**src/rtl/spi_master_ctrl_if.sv**
```systemverilog
// Byte handshake and SPI pin bundle for spi_master_ctrl.
// Member names match the legacy port names so existing hookups carry over.
interface spi_master_ctrl_if;
   logic [7:0] i_TX_Count;
   logic [7:0] i_TX_Byte;
   logic       i_TX_DV;
   logic       o_TX_Ready;
   logic       o_RX_DV;
   logic [7:0] o_RX_Byte;
   logic [7:0] o_RX_Count;
   logic       o_SPI_Clk;
   logic       i_SPI_MISO;
   logic       o_SPI_MOSI;
   logic       o_SPI_CS_n;

   modport master (
      input  i_TX_Count, i_TX_Byte, i_TX_DV, i_SPI_MISO,
      output o_TX_Ready, o_RX_DV, o_RX_Byte, o_RX_Count,
             o_SPI_Clk, o_SPI_MOSI, o_SPI_CS_n
   );

   modport slave (
      output i_TX_Count, i_TX_Byte, i_TX_DV, i_SPI_MISO,
      input  o_TX_Ready, o_RX_DV, o_RX_Byte, o_RX_Count,
             o_SPI_Clk, o_SPI_MOSI, o_SPI_CS_n
   );
endinterface

```
**src/rtl/spi_master_ctrl.sv**
```systemverilog
// SPI mode-0 master: multi-byte transactions under one CS_n-low window,
// byte-wide valid/ready transmit side and one-cycle receive pulse.
module spi_master_ctrl #(
   parameter int unsigned CLKS_PER_HALF_BIT = 2,
   parameter int unsigned MAX_BYTES_PER_CS  = 2,
   parameter int unsigned CS_INACTIVE_CLKS  = 1
) (
   input logic               w_SPI_Clk,
   input logic               i_Rst_L,
   spi_master_ctrl_if.master bus
);

   localparam logic [2:0] ST_IDLE        = 3'd0;
   localparam logic [2:0] ST_TRANSFER    = 3'd1;
   localparam logic [2:0] ST_WAIT_NEXT   = 3'd2;
   localparam logic [2:0] ST_CS_HOLD     = 3'd3;
   localparam logic [2:0] ST_CS_INACTIVE = 3'd4;

   localparam logic [15:0] HALF_LAST  = 16'(CLKS_PER_HALF_BIT - 1);
   localparam logic [15:0] INACT_LAST = 16'(CS_INACTIVE_CLKS - 1);
   localparam logic [7:0]  MAX_COUNT  = 8'(MAX_BYTES_PER_CS);

   logic [2:0]  state;
   logic [15:0] half_cnt;
   logic [3:0]  edge_cnt;
   logic [7:0]  tx_sr;
   logic [7:0]  rx_sr;
   logic [7:0]  total;
   logic [7:0]  idx;
   logic [7:0]  count_clamped;
   logic        tx_ready, rx_dv, sclk, mosi, cs_n;
   logic [7:0]  rx_byte, rx_count;

   always_comb begin
      count_clamped = bus.i_TX_Count;
      if (bus.i_TX_Count == '0)
         count_clamped = 8'd1;
      else if (bus.i_TX_Count > MAX_COUNT)
         count_clamped = MAX_COUNT;
   end

   always_ff @(posedge w_SPI_Clk or negedge i_Rst_L) begin
      if (!i_Rst_L) begin
         state    <= ST_IDLE;
         half_cnt <= '0;
         edge_cnt <= '0;
         tx_sr    <= '0;
         rx_sr    <= '0;
         total    <= 8'd1;
         idx      <= '0;
         tx_ready <= 1'b1;
         rx_dv    <= 1'b0;
         rx_byte  <= '0;
         rx_count <= '0;
         sclk     <= 1'b0;
         mosi     <= 1'b0;
         cs_n     <= 1'b1;
      end else begin
         rx_dv <= 1'b0;
         case (state)
            ST_IDLE, ST_WAIT_NEXT: begin
               if (bus.i_TX_DV) begin
                  // Count is only taken from the first byte of a transaction
                  if (state == ST_IDLE) begin
                     total <= count_clamped;
                     idx   <= '0;
                  end
                  state    <= ST_TRANSFER;
                  tx_ready <= 1'b0;
                  cs_n     <= 1'b0;
                  mosi     <= bus.i_TX_Byte[7];
                  tx_sr    <= {bus.i_TX_Byte[6:0], 1'b0};
                  half_cnt <= '0;
                  edge_cnt <= '0;
               end
            end
            ST_TRANSFER: begin
               if (half_cnt == HALF_LAST) begin
                  half_cnt <= '0;
                  edge_cnt <= edge_cnt + 4'd1;
                  sclk     <= ~sclk;
                  if (!sclk) begin
                     rx_sr <= {rx_sr[6:0], bus.i_SPI_MISO};
                  end else if (edge_cnt == 4'd15) begin
                     rx_dv    <= 1'b1;
                     rx_byte  <= rx_sr;
                     rx_count <= idx;
                     idx      <= idx + 8'd1;
                     if ((idx + 8'd1) < total) begin
                        state    <= ST_WAIT_NEXT;
                        tx_ready <= 1'b1;
                     end else begin
                        state <= ST_CS_HOLD;
                     end
                  end else begin
                     mosi  <= tx_sr[7];
                     tx_sr <= {tx_sr[6:0], 1'b0};
                  end
               end else begin
                  half_cnt <= half_cnt + 16'd1;
               end
            end
            ST_CS_HOLD: begin
               if (half_cnt == HALF_LAST) begin
                  half_cnt <= '0;
                  state    <= ST_CS_INACTIVE;
                  cs_n     <= 1'b1;
                  mosi     <= 1'b0;
               end else begin
                  half_cnt <= half_cnt + 16'd1;
               end
            end
            ST_CS_INACTIVE: begin
               if (half_cnt == INACT_LAST) begin
                  half_cnt <= '0;
                  state    <= ST_IDLE;
                  tx_ready <= 1'b1;
               end else begin
                  half_cnt <= half_cnt + 16'd1;
               end
            end
            default: begin
               state    <= ST_IDLE;
               tx_ready <= 1'b1;
               cs_n     <= 1'b1;
               sclk     <= 1'b0;
               mosi     <= 1'b0;
            end
         endcase
      end
   end

   assign bus.o_TX_Ready = tx_ready;
   assign bus.o_RX_DV    = rx_dv;
   assign bus.o_RX_Byte  = rx_byte;
   assign bus.o_RX_Count = rx_count;
   assign bus.o_SPI_Clk  = sclk;
   assign bus.o_SPI_MOSI = mosi;
   assign bus.o_SPI_CS_n = cs_n;

endmodule

```
**src/flat_wrapper.sv**
```systemverilog
// flat-port wrapper written by rule: the top's interface ports become plain ports
module spi_master_ctrl_flat 
#(
   parameter int unsigned CLKS_PER_HALF_BIT = 2,
   parameter int unsigned MAX_BYTES_PER_CS  = 2,
   parameter int unsigned CS_INACTIVE_CLKS  = 1
)
  (w_SPI_Clk, i_Rst_L, bus_i_TX_Count, bus_i_TX_Byte, bus_i_TX_DV, bus_i_SPI_MISO, bus_o_TX_Ready, bus_o_RX_DV, bus_o_RX_Byte, bus_o_RX_Count, bus_o_SPI_Clk, bus_o_SPI_MOSI, bus_o_SPI_CS_n);
  spi_master_ctrl_if bus_i ();
  input logic w_SPI_Clk;
  input logic i_Rst_L;
  input wire logic [$bits(bus_i.i_TX_Count)-1:0] bus_i_TX_Count;
  input wire logic [$bits(bus_i.i_TX_Byte)-1:0] bus_i_TX_Byte;
  input wire logic [$bits(bus_i.i_TX_DV)-1:0] bus_i_TX_DV;
  input wire logic [$bits(bus_i.i_SPI_MISO)-1:0] bus_i_SPI_MISO;
  output wire logic [$bits(bus_i.o_TX_Ready)-1:0] bus_o_TX_Ready;
  output wire logic [$bits(bus_i.o_RX_DV)-1:0] bus_o_RX_DV;
  output wire logic [$bits(bus_i.o_RX_Byte)-1:0] bus_o_RX_Byte;
  output wire logic [$bits(bus_i.o_RX_Count)-1:0] bus_o_RX_Count;
  output wire logic [$bits(bus_i.o_SPI_Clk)-1:0] bus_o_SPI_Clk;
  output wire logic [$bits(bus_i.o_SPI_MOSI)-1:0] bus_o_SPI_MOSI;
  output wire logic [$bits(bus_i.o_SPI_CS_n)-1:0] bus_o_SPI_CS_n;
  assign bus_i.i_TX_Count = bus_i_TX_Count;
  assign bus_i.i_TX_Byte = bus_i_TX_Byte;
  assign bus_i.i_TX_DV = bus_i_TX_DV;
  assign bus_i.i_SPI_MISO = bus_i_SPI_MISO;
  assign bus_o_TX_Ready = bus_i.o_TX_Ready;
  assign bus_o_RX_DV = bus_i.o_RX_DV;
  assign bus_o_RX_Byte = bus_i.o_RX_Byte;
  assign bus_o_RX_Count = bus_i.o_RX_Count;
  assign bus_o_SPI_Clk = bus_i.o_SPI_Clk;
  assign bus_o_SPI_MOSI = bus_i.o_SPI_MOSI;
  assign bus_o_SPI_CS_n = bus_i.o_SPI_CS_n;
  spi_master_ctrl #(.CLKS_PER_HALF_BIT(CLKS_PER_HALF_BIT), .MAX_BYTES_PER_CS(MAX_BYTES_PER_CS), .CS_INACTIVE_CLKS(CS_INACTIVE_CLKS)) u_core (.w_SPI_Clk(w_SPI_Clk), .i_Rst_L(i_Rst_L), .bus(bus_i));
endmodule
```
**config.mk**
```make
export PLATFORM = sky130hd
export DESIGN_NAME = spi_master_ctrl_flat
export DESIGN_NICKNAME = d
export VERILOG_FILES = /design/src/rtl/spi_master_ctrl_if.sv /design/src/rtl/spi_master_ctrl.sv /design/src/flat_wrapper.sv
export SDC_FILE = /design/constraint.sdc
export NUM_CORES = 1
export LEC_CHECK = 0
export CAP_MARGIN = 20
export CORE_ASPECT_RATIO = 1.4
export CORE_MARGIN = 2
export CORE_UTILIZATION = 53
export CTS_BUF_LIST = sky130_fd_sc_hd__clkbuf_2 sky130_fd_sc_hd__clkbuf_4 sky130_fd_sc_hd__clkbuf_8
export DETAILED_ROUTE_END_ITERATION = 10
export HOLD_SLACK_MARGIN = 0.03
export PLACE_DENSITY = 0.75
export SYNTH_ARGS = -nofsm -noshare
export SYNTH_HDL_FRONTEND = slang
export SYNTH_SLANG_ARGS = --single-unit
```
**constraint.sdc**
```tcl
create_clock -name w_SPI_Clk -period 2.6 [get_ports w_SPI_Clk]
set_clock_uncertainty 0.2 [all_clocks]
set_input_delay 0.52 -clock w_SPI_Clk [delete_from_list [all_inputs] [get_ports w_SPI_Clk]]
set_output_delay 0.52 -clock w_SPI_Clk [all_outputs]
set_load 0.02 [all_outputs]
```
==> summary.md <==
| Metric | Value |
|---|---|
| Grt total ovfl | `0` |
| Top cells by area, synth | `dfrtp_1 (47%), mux2_2 (9.4%), nand2_1 (6.0%)` |
| Placed Cells incl. Taps | `555` |
| P per Cell Area | `821 nW/um^2` |
| Lkg Pwr | `2.35 nW` |
| Final period utilization | `102%` |
| H-tree depth | `3` |
| Clk Latency, worst-skew pair | `0.35 ns` |
| Post-Synthesis Cells | `386` |
| DR DRC count | `0` |
| Most used DFF post-synth | `dfrtp_1` |
| Top cell type by total area after synthesis | `dfrtp_1` |
| Syn. warnings | `0` |
| Final WS setup | `-0.0557 ns` |
| Fin cells | `575` |
| Chip width | `75.9 um` |
| Port buffer count | `39` |
| Pwr Total | `4.12 mW` |
| Total vias in the final route | `3205` |
| Num Clock Sinks | `75` |
| Synth Area in XOR/XNOR | `1.60%` |
| Total track usage | `22.9%` |
| Slowest cell on crit path | `or4_4` |
| Status | `finished, violations left` |
| Fin. max-slew vios | `0` |
| Post-synth EDFFs | `0` |
| Post-synthesis compound-gate area fraction | `13.0%` |
| Synthesis-stage register bit count | `75` |
| Tightest Hold Check Type | `flop to flop` |
| Worst path cell trace | `or4_4 > or4_4 > a2111o_1 > mux2_4` |
| Die footprint | `7950 sq um` |
| VDD IR max | `0.000518 V` |
| Failing checks | `setup timing` |
| Detailed router's first-iteration violation count | `141` |
| Post-Synth Simple-Gate Area | `19.1%` |
| Worst-path maximum fanout | `6` |
| Initial Util | `55.0%` |
| DP Wirelength | `6.09 mm` |
| RSZ-0062 raised after global routing | `yes` |
| Hold_ws | `0.299 ns` |
| CP arrival | `2.69 ns` |
| Slew headroom | `54.4%` |
| Routability cong. | `0.868` |
| Hold depth | `2` |
| Max Freq | `377 MHz` |
| Post-synthesis sequential area ratio | `49.0%` |
| Cts bufs inserted | `9` |
| Clock Path Buffers | `2` |
| Post-synthesis adder-cell area fraction | `3.91%` |
| Critical path class | `flop to flop` |
| Final Hold Viols | `0` |
| Netlist cell types | `50` |
| Layout Nets | `507` |
| Die Ht | `105 um` |
| Synth async-reset ratio | `100%` |
| Tightest Pin Transition | `0.683 ns` |
| Syn Area/Cell | `9.95 sq um` |
| 1st-pass router iterations | `4` |
| Syn_nets | `418` |
| CTS root buffer | `clkbuf_8` |
| Mux cell area share after synthesis | `9.64%` |
| Vias in the first global route | `3205` |
| Max-cap violations | `0` |
| Final core utilization | `72.0%` |
| Initial antenna violation count | `0` |
| Mapped Area | `3840 sq um` |
| Largest net degree at the start of global routing | `32` |
| # diodes | `0` |
| TritonCTS clock tree | `built` |
| Clock transition at the registers of the reported paths | `0.08 ns` |
| Tmin final | `2.66 ns` |
| Vias per cell | `5.57` |
| Layout cells sized above 1 | `26.5%` |
| FF-to-FF path depth | `4` |
| Antenna-violating nets left | `0` |
| Fin Setup TNS | `-0.0637 ns` |
| Total Wirelength | `8.40 mm` |
| IO Pins | `41` |
| Worst setup SP type | `flop` |
| Number of cell rows | `36` |
| Req. time, crit path | `2.64 ns` |
| Crit. End Element | `flop` |
| First-pass GRT wire length | `14.8 mm` |
| Critical path's most frequent cell | `or4_4` |
| Core region area | `6980 sq um` |
| Crit-path max cell delay | `0.61 ns` |
| Largest family of logic cells by synthesized area | `simple AND/OR/NAND/NOR gates` |
| Area delta synth->final | `30.8%` |
| Yosys top cell area share | `46.9%` |
| Final setup vio count | `2` |
| Avg WL per Cell | `14.6 um` |
## state kept, by name (all words and copies together), names as in the netlist, 3 cells and up
signal	cells
u_core.bus.o_RX_Count	8
u_core.tx_sr	7
u_core.bus.o_RX_Byte	8
u_core.total	8
u_core.rx_sr	8
u_core.half_cnt	16
u_core.edge_cnt	4
u_core.state	3
u_core.idx	8
## cell usage in the layout, fill, tap and decap left out, types with 3 or more instances in the layout
| cell type | synthesis | layout |
|---|---|---|
| xnor2_1 | 4 | 3 |
| a22oi_1 | 3 | 3 |
| o22ai_1 | 7 | 7 |
| or4_4 | 4 | 4 |
| o21a_1 | 4 | 4 |
| inv_1 | 18 | 18 |
| nand4_1 | 5 | 5 |
| o21ai_0 | 24 | 17 |
| nand2_1 | 61 | 60 |
| or3_1 | 3 | 3 |
| mux2_4 | 0 | 9 |
| nand3_1 | 11 | 11 |
| ha_1 | 12 | 12 |
| mux2_2 | 32 | 23 |
| dfstp_2 | 3 | 3 |
| a22o_1 | 4 | 4 |
| nor4_1 | 5 | 5 |
| clkinv_2 | 0 | 3 |
| o211ai_1 | 5 | 5 |
| a2111o_1 | 2 | 3 |
| o31a_1 | 3 | 3 |
| and4_1 | 3 | 3 |
| nor2b_1 | 3 | 3 |
| buf_12 | 0 | 4 |
| nor2_1 | 30 | 28 |
| xor2_1 | 3 | 3 |
| a21oi_1 | 12 | 12 |
| buf_4 | 1 | 49 |
| dfrtp_1 | 72 | 72 |
| clkbuf_8 | 0 | 9 |
| clkdlybuf4s50_1 | 0 | 38 |
| nor3_1 | 11 | 10 |
| o21ai_1 | 0 | 5 |
## synth_stat cells, types with 2 or more instances
cell type and instances:
a2111o_1 2, a21oi_1 12, a22o_1 4, a22oi_1 3, and2_1 2, and3_1 2
and4_1 3, buf_6 2, clkbuf_1 13, dfrtp_1 72, dfstp_2 3, ha_1 12
inv_1 18, mux2_2 32, nand2_1 61, nand2b_1 2, nand3_1 11, nand4_1 5
nor2_1 30, nor2b_1 3, nor3_1 11, nor4_1 5, o211ai_1 5, o21a_1 4
o21ai_0 24, o21bai_1 2, o22ai_1 7, o31a_1 3, or3_1 3, or3b_2 2
or4_4 4, xnor2_1 4, xor2_1 3
## per-stage QoR
stage                     instance area (sq um)  setup WS, ns
after global placement                     4740       -0.0545
after global routing                       5020        -0.102
after CTS                                  4960       -0.0991
after floorplan                            3880       -0.0664
final                                      5020       -0.0557
after detailed placement                   4740       -0.0899
## worst max-delay path: cells and delay by family (launching register included)
kind / cells / cell delay, ns
and+or+nand+nor: 2 / 1.17
DFF: 1 / 0.38
AOI/OAI and AO/OA: 1 / 0.51
muxes: 1 / 0.29
## power by group
group | leakage, nW | total, mW | switching, mW | internal [mW]
sequential | 0.997 | 1.54 | 0.162 | 1.38
combinational | 1.26 | 1.70 | 0.854 | 0.850
clock | 0.0950 | 0.880 | 0.441 | 0.439
total | 2.35 | 4.12 | 1.46 | 2.67
## path summary, 6_finish.rpt
check / slack (ns) / end / start
min in group asynchronous: 0.54 / u_core.idx[1]$_DFFE_PN0P_ / i_Rst_L
max: -0.06 / u_core.idx[0]$_DFFE_PN0P_ / u_core.half_cnt[15]$_DFFE_PN0P_
min reg2reg: 0.30 / u_core.total[0]$_DFFE_PN1P_ / u_core.total[0]$_DFFE_PN1P_
max reg2reg: -0.06 / u_core.idx[0]$_DFFE_PN0P_ / u_core.half_cnt[15]$_DFFE_PN0P_
max in group asynchronous: 0.98 / u_core.half_cnt[5]$_DFFE_PN0P_ / i_Rst_L
min: 0.30 / u_core.total[0]$_DFFE_PN1P_ / u_core.total[0]$_DFFE_PN1P_
## routing by layer
layer  track usage (%)  share of wire (%)  wire length [um]
met2              40.0                 53              4470
met3              4.06                2.9               244
met4              9.87                2.9               240
met1              27.8                 41              3440
met5                 0                  0                 0
## final cells by class
cell class,instances,area [sq um]
Fill cell,513,1960
Multi-Input combinational cell,278,1920
Sequential cell,75,1880
Timing Repair Buffer,93,843
Clock buffer,9,124
Tap cell,95,119
Clock inverter,7,68.8
Inverter,18,67.6
## timing repair
action,4_1_cts,5_1_grt
cloned,1,0
hold buffers,1,0
hold endpoints to repair,7,0
setup endpoints to repair,8,42
pin swaps,3,3
buffers inserted,0,2
resized for setup,2,19
## kinds of logic after synthesis
logic type / count (synthesis)
flops: 75
compound gates: 76
simple gates: 149
buf+inv: 34
mux: 33
fa+ha+maj: 12
xor+xnor: 7
Note: power is estimated with default switching activity, not from simulation.
